===== config.mk =====
export PLATFORM = sky130hd
export DESIGN_NAME = out_mem_ctrl
export DESIGN_NICKNAME = d
export VERILOG_FILES = /design/src/rtl/out_mem_ctrl.sv
export SDC_FILE = /design/constraint.sdc
export NUM_CORES = 1
export LEC_CHECK = 0
export BUFFER_PORTS_ARGS = -buffer_cell sky130_fd_sc_hd__buf_2
export CORE_ASPECT_RATIO = 1.75
export CORE_MARGIN = 4
export CORE_UTILIZATION = 55
export DETAILED_ROUTE_END_ITERATION = 10
export PLACE_DENSITY = 0.88
export SYNTH_ARGS = -nofsm -noshare
export SYNTH_HDL_FRONTEND = slang
export SYNTH_SLANG_ARGS = --single-unit

===== constraint.sdc =====
create_clock -name clk -period 5.6 [get_ports clk]
set_input_delay 0.56 -clock clk [delete_from_list [all_inputs] [get_ports clk]]
set_output_delay 0.56 -clock clk [all_outputs]
set_load 0.005 [all_outputs]

===== src/rtl/out_mem_ctrl.sv =====
// Output pixel memory sequencer: serialises vector stores into per-pixel writes
// and streams the full frame to the I/O dump path through a 1-cycle read pipeline.
module out_mem_ctrl #(
  parameter int WIDTH  = 24,
  parameter int PIXEL  = 8,
  parameter int LANES  = 4,
  parameter int BASE   = 90302,
  parameter int AMOUNT = 90000
) (
  input  logic                   clk,
  input  logic                   reset,
  input  logic                   vs_req,
  input  logic [WIDTH-1:0]       vs_addr,
  input  logic [LANES*PIXEL-1:0] vs_data,
  input  logic [LANES-1:0]       vs_mask,
  output logic                   vs_ack,
  input  logic                   io_start,
  output logic                   io_busy,
  output logic                   io_valid,
  output logic [PIXEL-1:0]       io_pixel,
  output logic [WIDTH-1:0]       io_index,
  output logic                   io_done,
  output logic                   mem_we,
  output logic [WIDTH-1:0]       mem_addr,
  output logic [PIXEL-1:0]       mem_wd,
  input  logic [WIDTH-1:0]       mem_rd
);

  localparam int LANE_W = (LANES > 1) ? $clog2(LANES) : 1;
  localparam logic [LANE_W-1:0] LANE_LAST = LANE_W'(LANES - 1);
  localparam logic [WIDTH-1:0]  BASE_A    = WIDTH'(BASE);
  localparam logic [WIDTH-1:0]  END_A     = WIDTH'(BASE + AMOUNT);
  localparam logic [WIDTH-1:0]  CNT_LAST  = WIDTH'(AMOUNT - 1);

  typedef enum logic [2:0] {
    S_IDLE,
    S_STORE,
    S_DUMP,
    S_DRAIN,
    S_DONE
  } state_t;

  state_t            state_q, state_d;
  logic [LANE_W-1:0] lane_q, lane_d;
  logic [WIDTH-1:0]  cnt_q, cnt_d;
  logic              io_pending_q, io_pending_d;
  logic              rd_valid_q, rd_valid_d;
  logic [WIDTH-1:0]  rd_idx_q, rd_idx_d;

  logic [WIDTH-1:0]       lane_addr;
  logic                   lane_in_range;
  logic [PIXEL-1:0]       lane_data;
  logic                   dumping;
  logic [WIDTH-PIXEL-1:0] rd_unused;

  // Wrapped lane addresses land below BASE and are therefore rejected here.
  assign lane_addr     = vs_addr + WIDTH'(lane_q);
  assign lane_in_range = (lane_addr >= BASE_A) && (lane_addr < END_A);
  assign dumping       = (state_q == S_DUMP) || (state_q == S_DRAIN) || (state_q == S_DONE);
  assign rd_unused     = mem_rd[WIDTH-1:PIXEL];

  always_comb begin
    lane_data = '0;
    for (int i = 0; i < LANES; i++) begin
      if (lane_q == LANE_W'(i)) lane_data = vs_data[i*PIXEL +: PIXEL];
    end
  end

  always_comb begin
    state_d      = state_q;
    lane_d       = lane_q;
    cnt_d        = cnt_q;
    io_pending_d = io_pending_q | (io_start & ~dumping);
    rd_valid_d   = 1'b0;
    rd_idx_d     = rd_idx_q;
    vs_ack       = 1'b0;
    io_done      = 1'b0;
    mem_we       = 1'b0;
    mem_addr     = '0;
    mem_wd       = '0;

    case (state_q)
      S_IDLE: begin
        if (vs_req) begin
          state_d = S_STORE;
          lane_d  = '0;
        end else if (io_pending_q) begin
          state_d = S_DUMP;
          cnt_d   = '0;
        end
      end
      S_STORE: begin
        mem_addr = lane_addr;
        mem_wd   = lane_data;
        mem_we   = vs_mask[lane_q] & lane_in_range;
        if (lane_q == LANE_LAST) begin
          vs_ack  = 1'b1;
          lane_d  = '0;
          state_d = S_IDLE;
        end else begin
          lane_d = lane_q + 1'b1;
        end
      end
      S_DUMP: begin
        mem_addr   = BASE_A + cnt_q;
        rd_valid_d = 1'b1;
        rd_idx_d   = cnt_q;
        if (cnt_q == CNT_LAST) begin
          state_d = S_DRAIN;
        end else begin
          cnt_d = cnt_q + 1'b1;
        end
      end
      S_DRAIN: begin
        state_d = S_DONE;
      end
      S_DONE: begin
        io_done      = 1'b1;
        io_pending_d = 1'b0;
        cnt_d        = '0;
        state_d      = S_IDLE;
      end
      default: begin
        state_d = S_IDLE;
      end
    endcase
  end

  // Read data arrives one cycle after its address, so valid/index are delayed to match.
  assign io_valid = rd_valid_q;
  assign io_index = rd_valid_q ? rd_idx_q : '0;
  assign io_pixel = rd_valid_q ? mem_rd[PIXEL-1:0] : '0;
  assign io_busy  = io_pending_q | dumping;

  always_ff @(posedge clk) begin
    if (reset) begin
      state_q      <= S_IDLE;
      lane_q       <= '0;
      cnt_q        <= '0;
      io_pending_q <= 1'b0;
      rd_valid_q   <= 1'b0;
      rd_idx_q     <= '0;
    end else begin
      state_q      <= state_d;
      lane_q       <= lane_d;
      cnt_q        <= cnt_d;
      io_pending_q <= io_pending_d;
      rd_valid_q   <= rd_valid_d;
      rd_idx_q     <= rd_idx_d;
    end
  end

endmodule


# [Word-level counts from Yosys, hierarchy flattened]
# Index checks and enable logic that the tools add are counted.
[word_totals] ff_bits=55 inputBits=88 output_inout_bits=69 wordCells=71
[classes] addsub=4 order_cmp=3 n_eq_ne=15 n_mux=27 bitwise=5 reduce_logical=11
[ops] cell="$mux 24" n=4
[ops] cell="$pmux 24 s3" n=1
[ops] cell="$mux 8" n=6
[ops] cell="$pmux 24 s2" n=1
[ops] cell="$add 17x24->24 const A" n=1
[ops] cell="$add 24x1->24 const B" n=1
[ops] cell="$add 24x2->24" n=1
[ops] cell="$eq 24x17->1 const B" n=1
[ops] cell="$ge 24x17->1 const B" n=1
[ops] cell="$lt 24x18->1 const B" n=1
[ops] cell="$mux 3" n=4
[ops] cell="$pmux 3 s4" n=1
[ops] cell="$ne 2x2->1 const B" n=5
[ops] cell="$eq 3x2->1 const B" n=2
[ops] cell="$mux 1" n=6
[ops] cell="$eq 2x2->1 const B" n=2
[ops] cell="$mux 2" n=2
[ops] cell="$pmux 2 s2" n=1
[ops] cell="$reduce_and 4->1" n=1
[ops] cell="$eq 3x1->1 const B" n=1
[ops] cell="$eq 3x3->1 const B" n=1
[ops] cell="$logic_not 3->1" n=1
[ops] cell="$lt 2x3->1 const B" n=1
[ops] cell="$ne 3x3->1 const B" n=1
[ops] cell="15 further kinds" n=18

# [Logic depth before layout (Yosys ltp)]
[depth] ltp_word=6 ltp_mapped=11

# [Least setup slack after synthesis]
# No wires, ideal clock.
[synth_timing] kind="in2out" startpoint="input port vs_addr[0]" endpoint="output port mem_we" arrival_time_ns=2.974 setup_slack_ns=2.066 path_stages=11 cell_sequence="ha_1 inv_1 fa_1 nand2b_1 buf_2 or3_1 buf_2 or4_4 a21oi_2 o221ai_2 a2111oi_2"
[synth_via] elab_chain_cells=5 word_cells_on_any_way=6 cone_classes="1 x add/sub; 2 x order compare; 1 x mux; 1 x bitwise; 1 x reduce/logical"
[synth_lines] item="start, declared" line="13" text="input logic [WIDTH-1:0] vs_addr,"
[synth_lines] item="$add 24x2->24 (*)" line="57" text="assign lane_addr = vs_addr + WIDTH'(lane_q);"
[synth_lines] item="$ge 24x17->1 or $lt 24x18->1 (tied branches)" line="58" text="assign lane_in_range = (lane_addr >= BASE_A) && (lane_addr < END_A);"
[synth_lines] item="$logic_and 1x1->1 (*)" line="58"
[synth_lines] item="$and 1x1->1 (*)" line="95" text="mem_we = vs_mask[lane_q] & lane_in_range;"
[synth_lines] item="$mux 1 (*)" line="82" text="case (state_q)"
[synth_lines] item="end, declared" line="23" text="output logic mem_we,"
# Mark *: on every way between the ends. The rest lies on a longest branch, timed or not.

# [Final worst setup path]
[layout_timing] startpoint="register lane_q[0]" endpoint="output port mem_we"
[layout_via] elab_chain_cells=5 word_cells_on_any_way=8 cone_classes="1 x add/sub; 2 x order compare; 3 x mux; 1 x bitwise; 1 x reduce/logical"
[layout_lines] item="start, declared" line="44" text="logic [LANE_W-1:0] lane_q, lane_d;"
[layout_lines] item="start signal, assigned" line="145" text="lane_q <= lane_d;"
[layout_lines] item="$add 24x2->24" line="57"
[layout_lines] item="$ge 24x17->1 or $lt 24x18->1 (tied branches)" line="58"
[layout_lines] item="$logic_and 1x1->1" line="58"
[layout_lines] item="$and 1x1->1 (*)" line="95"
[layout_lines] item="$mux 1 (*)" line="82"
# Mark *: on every way between the ends. The rest lies on a longest branch, timed or not. The select of a mux whose other input is x is not followed.

==> impl_metrics.ini <==
[drt]
vias = 4610
drc = 0
wirelength_um = 12100
firstDrtPassIters = 5
drt_iter0_drc = 325
ant_nets = 0
wire_per_inst_um = 15.0
vias_per_cell = 5.75

[outcome]
outcome = complete, no violations

[critical_path]
cp_data_required_time_ps = 5040
worstSetupEndpoint = mem_we
cp-startpoint = lane_q[0]
r2r-end = cnt_q[18]
r2r_cells = 7
arrival_ps = 3700
r2r_slack_ps = 2930
reg2reg_from = cnt_q[3]
crit_fanout = 8
startpoint_type = flip-flop
critPathCaptureType = output pin
crit_type = flip-flop to output pin

[timing]
rsz0062_at_grt = no
maxSlewViolCount = 0
fin_skew_ps = 9.75
worstMarginPinSlew_ps = 1130
hold_violations = 0
period_minus_slack_ps = 4260
relSlewSlack_pct = 24.7
layout_setup_ws_ps = 1340
setup-violations-final = 0
fin_crit_sh_pct = 76.2
fmax_ghz = 0.235
fin_tns_setup_ps = 0

[global_route]
grt_pass1_wl_um = 19700
grt_usage_pct = 26.0
antenna_found_initial = 0
grt-ovfl-total = 0
grt_max_degree = 49
first_global_vias = 4424

[floorplan]
ios = 157
dieWidth_um = 75.1
rows = 42
dieArea_sq_mm = 0.00941
core_area_sq_mm = 0.00762
die_y_um = 125
start_util_pct = 56.8

[layout]
drive_gt1_share_pct = 23.2
finalNonFillerCells = 802
synthToLayoutAreaGrowth_pct = 18.0
diodes = 0
design_area_sq_mm = 0.00511
final_nets = 812

[clocking]
cts_inserted_buffers = 5
cts_tree = yes
post_cts_buffers = 0
root_buffer = clkbuf_16
h-tree-depth = 2
clock_latency_ps = 290
cts.sink_count = 55
cts_resized = 0
cts_max_path_buffers = 2
holdBufCountCts = 0
clk_pin_slew_ps = 70

[flow_run]
maxCapViolCount = 0

[logic_synthesis]
syn_area_per_cell_sq_um = 7.07
synth_edf_count = 0
yosys_warnings = 0
synth_top_area_cell = dfxtp_1
synth_nets = 710
syn_inst = 612
ys_dominant_reg_cell = dfxtp_1
synth_seq_cells = 55
async_flop_share_pct = 0
ys_seq_area_share_pct = 25.4
netlist_area_sq_mm = 0.00433
synthTopCellsByArea = dfxtp_1 25%, xnor2_1 8.7%, nand2_1 7.8%
synth_top_area_share_pct = 25.4
synth_cell_types = 63

[placed_design]
placedInstanceArea_sq_mm = 0.00495
dp_cells = 795
port_buffers = 140
dp_hpwl_um = 9610
gp_congestion = 0.967
dp_slack_ps = 1560

[power]
ir_drop_v = 0.000108
power.density_mw_per_mm2 = 181
p_leak_uw = 0.00207
finalPower_uw = 925

[hold_path]
hold_path.class = flip-flop to flip-flop
per-stage QoR:
stage / util [%] / hold slack [ps]
finish: 67.0 / 448
global route: 67.0 / 463
CTS: 67.0 / 450
detailed placement: 64.9 / 442
global placement: 64.9 / 438
floorplan: - / 432
placed cells by master (no fill, tap or decap), types with 4 or more instances in the layout:
| master | n |
|---|---|
| xor2_1 | 15 |
| and2_1 | 33 |
| nand3_1 | 21 |
| o22ai_1 | 19 |
| nor2_1 | 73 |
| nor3_1 | 26 |
| or4_1 | 4 |
| a31oi_1 | 4 |
| a21oi_1 | 45 |
| o21a_1 | 4 |
| or3_1 | 7 |
| dfxtp_1 | 55 |
| and3_1 | 11 |
| mux2i_1 | 9 |
| inv_1 | 16 |
| ha_1 | 9 |
| nand4_1 | 6 |
| o21ai_0 | 19 |
| nor4_1 | 5 |
| o21ai_1 | 4 |
| buf_2 | 140 |
| nand2_1 | 90 |
| xnor2_1 | 43 |
| clkbuf_16 | 5 |
synth_stat cells, types with 5 or more instances:
| library cell | instances |
|---|---|
| a21oi_1 | 45 |
| and2_1 | 33 |
| and3_1 | 11 |
| buf_2 | 8 |
| buf_4 | 5 |
| clkbuf_1 | 32 |
| dfxtp_1 | 55 |
| ha_1 | 9 |
| inv_1 | 16 |
| mux2i_1 | 9 |
| nand2_1 | 90 |
| nand3_1 | 21 |
| nand4_1 | 6 |
| nor2_1 | 73 |
| nor3_1 | 26 |
| nor4_1 | 5 |
| o21ai_0 | 19 |
| o22ai_1 | 19 |
| or3_1 | 7 |
| xnor2_1 | 43 |
| xor2_1 | 15 |
cells by family (layout without fill, tap and decap cells):
kind of cell / Yosys count / in the layout / synth area share [%]
adder cells (fa/ha/maj): 10 / 10 / 3.06
multiplexers: 10 / 10 / 2.60
AO/OA/AOI/OAI: 117 / 117 / 17.2
flip-flops: 55 / 55 / 25.4
AND/OR/NAND/NOR: 299 / 299 / 33.9
buffers and inverters: 63 / 165 / 6.13
XOR/XNOR: 58 / 58 / 11.7
routing by layer:
layer  up-vias  track usage [%]  wire length (um)
met4         0             15.9               626
li1       2301                -                 -
met1      2066             27.4              4360
met2       200             46.3              6380
met3        43             3.45               695
met5         -                0                 0
state kept, by name, indices dropped and copies added (netlist names):
signal and cells:
io_valid 1, io_pending_q 1, state_q 3, rd_idx_q 24, cnt_q 24, lane_q 2
cell type report:
cell class              count  area [sq um]
clock inverters             1          30.0
repair buffers            142           716
fillers                   650          2510
well taps                  88           110
inverters                  16          60.1
multi-input cells         494          2960
flip-flops and latches     55          1100
clock buffers               6           129
worst max-delay path: stages (launching register included):
cell       delay [ps]
dfxtp_1           480
ha_1              250
inv_1              60
fa_1              430
nand2b_1          320
nor4_1            400
xnor2_1           230
o311ai_4          170
nor4bb_1          330
o211ai_1          160
a2111oi_2         390
buf_2             180
worst min-delay path by stage:
stage	from	to	slack (ps)	cells past startpoint
after global placement	rd_idx_q[5]	rd_idx_q[5]	440	2
after detailed placement	rd_idx_q[19]	rd_idx_q[19]	440	2
after CTS	rd_idx_q[3]	rd_idx_q[3]	450	2
final	rd_idx_q[3]	rd_idx_q[3]	450	2
after global routing	rd_idx_q[16]	rd_idx_q[16]	460	2
after floorplan	rd_idx_q[0]	rd_idx_q[0]	430	2
power breakdown:
part	total (uW)	switching, uW	internal, uW
clock	339	130	209
combinational	183	108	75.4
sequential	402	7.76	394
total	925	246	679
Note: power is estimated with default switching activity, not from simulation.
